==> src/rtl/sseg_disp_mux_pkg.sv <==
// Shared constants and helpers for the multiplexed seven-segment display driver.
// All patterns are active low: a set bit turns a segment or an anode off.
package sseg_disp_mux_pkg;

  localparam int         NUM_DIGITS = 4;
  localparam logic [3:0] AN_OFF     = 4'hF;
  localparam logic [7:0] SSEG_OFF   = 8'hFF;

  // Active-low one-cold anode pattern for the selected digit.
  function automatic logic [3:0] an_select(input logic [1:0] idx);
    an_select = ~(4'b0001 << idx);
  endfunction

endpackage

==> src/rtl/sseg_refresh_timer.sv <==
// Slot/frame timing for the display multiplexer: slot counter, digit index,
// frame boundary strobe and the per-cycle "digit is lit" decision.
module sseg_refresh_timer
  import sseg_disp_mux_pkg::*;
#(
  parameter int DIG_CNT_W = 16,
  parameter int BLANK_CYC = 64
) (
  input  logic       clk,
  input  logic       reset_n,
  input  logic       en,
  input  logic [3:0] bright,
  output logic [1:0] idx,
  output logic       frame_tk,
  output logic       lit
);

  localparam logic [DIG_CNT_W-1:0] BLANK_VAL = DIG_CNT_W'(BLANK_CYC);

  logic [DIG_CNT_W-1:0] cnt;
  logic                 cnt_wrap;

  assign cnt_wrap = (cnt == '1);

  always_ff @(posedge clk or negedge reset_n) begin
    if (!reset_n) begin
      cnt <= '0;
      idx <= 2'd0;
    end else begin
      cnt <= cnt + 1'b1;
      if (cnt_wrap)
        idx <= idx + 2'd1;
    end
  end

  assign frame_tk = cnt_wrap && (idx == 2'd3);

  // Leading blank window keeps adjacent anodes from overlapping; the top four
  // counter bits set the duty cycle in sixteenths of a slot.
  assign lit = en && (cnt >= BLANK_VAL) && (cnt[DIG_CNT_W-1 -: 4] <= bright);

endmodule

==> src/rtl/sseg_disp_mux.sv <==
// Four-digit seven-segment multiplexer with frame-synchronous pattern update,
// ghost blanking between digits and 16-level brightness.
module sseg_disp_mux
  import sseg_disp_mux_pkg::*;
#(
  parameter int DIG_CNT_W = 16,
  parameter int BLANK_CYC = 64
) (
  input  logic       clk,
  input  logic       reset_n,
  input  logic [7:0] in0,
  input  logic [7:0] in1,
  input  logic [7:0] in2,
  input  logic [7:0] in3,
  input  logic       load,
  input  logic [3:0] bright,
  input  logic       en,
  output logic [3:0] an,
  output logic [7:0] sseg,
  output logic       frame_tk
);

  logic [1:0] idx;
  logic       lit;
  logic       pend;
  logic [7:0] in_vec [NUM_DIGITS];
  logic [7:0] stage  [NUM_DIGITS];
  logic [7:0] disp   [NUM_DIGITS];

  assign in_vec[0] = in0;
  assign in_vec[1] = in1;
  assign in_vec[2] = in2;
  assign in_vec[3] = in3;

  sseg_refresh_timer #(
    .DIG_CNT_W (DIG_CNT_W),
    .BLANK_CYC (BLANK_CYC)
  ) u_timer (
    .clk      (clk),
    .reset_n  (reset_n),
    .en       (en),
    .bright   (bright),
    .idx      (idx),
    .frame_tk (frame_tk),
    .lit      (lit)
  );

  // Patterns land in stage at any time; disp only changes on the frame
  // boundary, with a load on that very cycle bypassing stage.
  always_ff @(posedge clk or negedge reset_n) begin
    if (!reset_n) begin
      pend <= 1'b0;
      for (int i = 0; i < NUM_DIGITS; i++) begin
        stage[i] <= SSEG_OFF;
        disp[i]  <= SSEG_OFF;
      end
    end else begin
      if (load) begin
        for (int i = 0; i < NUM_DIGITS; i++)
          stage[i] <= in_vec[i];
      end
      if (frame_tk) begin
        pend <= 1'b0;
        if (load) begin
          for (int i = 0; i < NUM_DIGITS; i++)
            disp[i] <= in_vec[i];
        end else if (pend) begin
          for (int i = 0; i < NUM_DIGITS; i++)
            disp[i] <= stage[i];
        end
      end else if (load) begin
        pend <= 1'b1;
      end
    end
  end

  always_ff @(posedge clk or negedge reset_n) begin
    if (!reset_n) begin
      an   <= AN_OFF;
      sseg <= SSEG_OFF;
    end else if (lit) begin
      an   <= an_select(idx);
      sseg <= disp[idx];
    end else begin
      an   <= AN_OFF;
      sseg <= SSEG_OFF;
    end
  end

endmodule

==> config.mk <==
export PLATFORM = sky130hd
export DESIGN_NAME = sseg_disp_mux
export DESIGN_NICKNAME = d
export VERILOG_FILES = /design/src/rtl/sseg_disp_mux_pkg.sv /design/src/rtl/sseg_refresh_timer.sv /design/src/rtl/sseg_disp_mux.sv
export SDC_FILE = /design/constraint.sdc
export NUM_CORES = 1
export LEC_CHECK = 0
export ABC_AREA = 1
export BUFFER_PORTS_ARGS = -buffer_cell sky130_fd_sc_hd__buf_2
export CORE_MARGIN = 4
export CORE_UTILIZATION = 45
export CTS_CLUSTER_SIZE = 25
export DETAILED_ROUTE_END_ITERATION = 7
export PLACE_DENSITY = 0.66
export SYNTH_ARGS = -nofsm -noshare
export SYNTH_HDL_FRONTEND = slang
export SYNTH_SLANG_ARGS = --single-unit
==> constraint.sdc <==
create_clock -name clk -period 1.6 [get_ports clk]
set_input_delay 0 -clock clk [delete_from_list [all_inputs] [get_ports clk]]
set_output_delay 0 -clock clk [all_outputs]
set_load 0.01 [all_outputs]
Word level (Yosys, flattened, before mapping)
Cells that the tools add are included.
Word-level totals
  input port bits: 40
  memories kept: 0
  word-level logic and storage cells: 38
  bits in latches: 0
  ROM bits: 0
  flip-flop bits (word level): 95
  memory bits (writable): 0
Cells by class
  add/sub/neg operators: 2
  reduce and logical (&&, ||, !) cells: 6
  bitwise operators: 2
  div/mod/pow operators: 0
  muxes and demuxes: 9
  equal/unequal tests: 2
  shift-type cells: 1
  magnitude comparators: 3
  multipliers: 0
Operators with widths (count)
  32-bit 2-to-1 mux: 2
  8-bit 2-to-1 mux: 3
  16-bit by 1-bit adder with 16-bit output, second input constant: 1
  8-bit binary-select mux with 2-bit select: 1
  16-bit == test, second input constant: 1
  16-bit by 7-bit >= comparator with 1-bit output, second input constant: 1
  4-bit <= comparator: 1
  4-bit 2-to-1 mux: 1
  4-bit NOT: 1
  2-bit nonzero test: 2
  1-bit by 2-bit left shift with 4-bit output, first input constant: 1
  3-bit >= comparator, second input constant: 1
  1-bit logical AND: 3
  2-bit NOT with 3-bit output: 1
  2-bit by 1-bit adder with 2-bit output, second input constant: 1
  2-bit == test, second input constant: 1
  1-bit 2-to-1 mux: 2
  2-bit AND reduction: 1

Depth between registers and ports, before layout
  depth after elaboration: 5
  depth in mapped cells: 9

Hierarchy
Synthesis repeated with hierarchy kept, for this count alone.
Unflattened totals
  cells, all modules: 507
  area total of the unflattened synthesis: 4302.9 um^2
Modules (own cells, without submodules)
  sseg_disp_mux: cells an instance 370, instances 1, area each 3203.1 um^2
  sseg_refresh_timer: cells an instance 137, instances 1, area each 1099.8 um^2

Worst setup path after synthesis
Ideal clock, no wire load.
  kind: register -> register
  start point: register u_timer.idx[0]
  end point: register u_timer.idx[1]
  setup time: 0.130 ns
  period minus slack after synthesis: 1.470 ns
  slack: 0.130 ns
  cell stages (with the launch flop): 7
  arrival time: 1.341 ns
  cells stage by stage: dfrtp_1 -> buf_2 -> clkinv_1 -> clkbuf_1 -> ha_1 -> nand2_1 -> o21ai_0
Between the ends
  longest elaborated chain between the ends: 1
Ends and longest elaborated chain
  start, declared: RTL line sseg_refresh_timer.sv:13  | output logic [1:0] idx,
  start signal, assigned: RTL line sseg_refresh_timer.sv:32  | idx <= idx + 2'd1;
  2-bit by 1-bit adder with 2-bit output: RTL line sseg_refresh_timer.sv:32
No other way between the ends.
A chain may end at the register's enable or synchronous reset.

Worst setup path in the final report
  start point: register u_timer.cnt[4]
  end point: output frame_tk
Between the ends
  longest elaborated chain between the ends: 2
Ends and longest elaborated chain
  start, declared: RTL line sseg_refresh_timer.sv:20  | logic [DIG_CNT_W-1:0] cnt;
  start signal, assigned: RTL line sseg_refresh_timer.sv:30  | cnt <= cnt + 1'b1;
  16-bit == test: RTL line sseg_refresh_timer.sv:23  | assign cnt_wrap = (cnt == '1);
  1-bit logical AND: RTL line sseg_refresh_timer.sv:36  | assign frame_tk = cnt_wrap && (idx == 2'd3);
  end, declared: RTL line sseg_disp_mux.sv:20  | output logic frame_tk
No other way between the ends.

==> impl_metrics.json <==
{
  "status": "finished, final reports clean",
  "leakagePower_nw": 2.54,
  "synth-main-ff-cell": "dfstp_2",
  "fp.coreArea_um2": 9330,
  "clock_power_share_pct": 39.6,
  "die_area_um2": 11300,
  "grt_overflow": 0,
  "start_util_pct": 46.5,
  "dieHeight_um": 106,
  "port_buffers": 52,
  "cap_violations": 0,
  "fp.dieW_um": 106,
  "grt_max_degree": 51,
  "worstMarginPinSlew_ps": 604,
  "crit_required_ps": 1600,
  "crit_family": "simple AND/OR/NAND/NOR gates",
  "syn_area_um2": 4340,
  "end_kind": "output pin",
  "start_kind": "flop",
  "layout_min_cycle_time_ps": 1550,
  "final.setup.tns_ps": 0,
  "hold_viol_final": 0,
  "via_count": 3489,
  "insertion_delay_ps": 350,
  "clock_skew_ps": 14.1,
  "switching_share_pct": 20.8,
  "synth_common_cells": "nand2_1, dfstp_2, nand4_1, nand3_1, inv_1",
  "via_per_inst": 4.86,
  "crit_arrival_ps": 1550,
  "synth_fp_nets": 542,
  "p_sw_uw": 984,
  "slew_viol_final": 0,
  "ys_types": 23,
  "final_cells": 718,
  "async_reset_ff_share_pct": 100,
  "comb_power_share_pct": 6.5,
  "whs_ps": 72.0,
  "clkTransAtPathRegs_ps": 100,
  "cts.path.max_buffers": 2,
  "grt_setup_unrepaired": "yes",
  "grt_usage_pct": 17.7,
  "placedCellCount": 663,
  "h-tree-depth": 3,
  "ys_top_cells_by_area": "dfstp_2, nand2_1, dfrtp_1, nand4_1, nand3_1",
  "num_io_pins": 53,
  "path_common_cell": "nor2_4",
  "wl_per_cell_um": 13.1,
  "crit_type": "reg -> out",
  "crit_path_top_delay_cell": "dfrtp_1",
  "yosysWarnings": 0,
  "grt_pass1_wl_um": 16300,
  "drt_first_pass_iters": 4,
  "post-route-util_pct": 58.6,
  "slew_headroom_pct": 59.6,
  "synth_edf_count": 0,
  "final_nets": 635,
  "syn2layout_area_growth_pct": 25.8,
  "synth_cells": 492,
  "antenna_found_initial": 0,
  "cp_max_fo": 3,
  "critPathMaxStageDelay_ps": 390,
  "cts-root-buf": "clkbuf_8",
  "synth_area_leader_cell": "dfstp_2",
  "p_int_mw": 3.74,
  "ys_ff_latch": 95,
  "place.gp.congestion": 0.810,
  "seq_area_frac_synth_pct": 57.0,
  "peakVddDrop_mv": 0.411,
  "p_per_area_nw_per_um2": 865,
  "hp-class": "in -> reg",
  "post-route-period-util_pct": 96.6,
  "finalSetupViolCount": 0,
  "hpwl_um": 6380,
  "row_count": 35,
  "grt_pass1_vias": 3416,
  "synth.avg_cell_area_um2": 8.82,
  "synth_top_area_share_pct": 46.0,
  "cts_buffers": 9,
  "diodes": 0,
  "drtIter0Drc": 202,
  "layout-drive-gt1-share_pct": 31.1,
  "yosysMostFrequentCell": "nand2_1",
  "cp_num_buf_inv": 1,
  "wl_um": 9400,
  "seq_power_share_pct": 54.0,
  "cts_tree": "built",
  "cts_sinks": 95,
  "route.detailed.drc": 0,
  "ant_nets": 0,
  "fmax_mhz": 647,
  "crit_chain": "nand2_1, nor2_4, nand2_4, nor2_4, nand2_2, nor2_4, buf_6"
}
==> worst reg2reg max path, stage by stage, from the launching register on <==
cell	delay, ps
dfrtp_1	360
ha_2	180
nand2_2	60
nor2_2	110
nand2_2	120
nor2_8	200
nand3_4	230
nand2_1	140
nand2_1	50
==> cell families after synthesis <==
kind of cell / after synthesis / share of synthesized area [%]
and+or+nand+nor: 320 / 31.9
DFF: 95 / 57.0
buffers and inverters: 50 / 5.22
xor gates and xnor gates: 12 / 2.42
adders and majority gates: 10 / 2.88
AOI/OAI and AO/OA: 5 / 0.576
==> final timing paths <==
| kind | startpoint | end | slack (ps) | cells past startpoint |
|---|---|---|---|---|
| setup / recovery | u_timer.cnt[4]$_DFF_PN0_ | frame_tk | 50 | 7 |
| hold / removal | en | an[0]$_DFF_PN1_ | 70 | 4 |
| setup reg to reg | u_timer.cnt[0]$_DFF_PN0_ | disp[1]$_DFFE_PN1P_ | 80 | 8 |
| hold reg to reg | disp[21]$_DFFE_PN1P_ | disp[21]$_DFFE_PN1P_ | 460 | 2 |
| max in group asynchronous | reset_n | disp[27]$_DFFE_PN1P_ | 860 | 3 |
| min in group asynchronous | reset_n | stage[25]$_DFFE_PN1P_ | 350 | 2 |
==> cells in the final DEF, fill, tap and decap left out, types with 2 or more instances in the layout <==
cell type      count
nand2_1          214
dfstp_2           76
buf_2             50
nand4_1           36
dlygate4sd3_1     34
nand3_1           33
inv_1             21
buf_4             19
dfrtp_1           18
nor2_1            17
xor2_1            12
clkbuf_8          10
ha_1               9
nand2_2            6
nor2_4             3
nor3_1             3
nor2_2             3
a21oi_1            3
bufinv_16          3
clkinv_1           2
o21ai_0            2
nand3_4            2
buf_6              2
buf_12             2
==> sequential cells by signal, indices dropped and copies added (netlist names) <==
name / count
disp: 32
u_timer.idx: 2
pend: 1
sseg: 8
stage: 32
an: 4
u_timer.cnt: 16
==> routing by layer <==
layer / track usage, % / up-vias / share of wire [%]
met5: 0 / - / 0
li1: - / 1752 / -
met4: 4.63 / 0 / 0.65
met1: 24.9 / 1668 / 48
met2: 28.3 / 63 / 47
met3: 3.10 / 6 / 4.1
==> what timing repair did <==
action | in CTS | in global routing
resized for setup | 4 | 14
pin swaps | 0 | 4
endpoints found under the setup margin | 33 | 41
hold buffers | 34 | 0
setup buffers | 2 | 3
gates cloned | 0 | 1
endpoints found under the hold margin | 85 | 0
==> through the flow <==
step	cell area, um^2	total power [mW]	setup slack [ps]
floorplan	4340	2.69	130
detailed placement	4770	2.83	-36.2
global placement	4770	2.83	31.1
finish	5460	4.72	55.0
CTS	5380	4.77	-43.7
global route	5460	4.93	-69.6
==> power by group through the flow <==
stage	combinational, mW	clock (mW)	sequential, mW
floorplan	0.111	0	2.58
global placement	0.241	0	2.58
detailed placement	0.248	0	2.59
CTS	0.312	1.91	2.55
global route	0.354	2.02	2.56
finish	0.306	1.87	2.55
==> area by class of cell <==
| cell class | count | area (um^2) |
|---|---|---|
| Sequential cell | 95 | 2470 |
| Fill cell | 840 | 3870 |
| Clock inverter | 4 | 95.1 |
| Inverter | 24 | 90.1 |
| Clock buffer | 11 | 141 |
| Tap cell | 129 | 161 |
| Multi-Input combinational cell | 348 | 1700 |
| Timing Repair Buffer | 107 | 796 |
No activity file was read; power rests on OpenSTA's default activity.
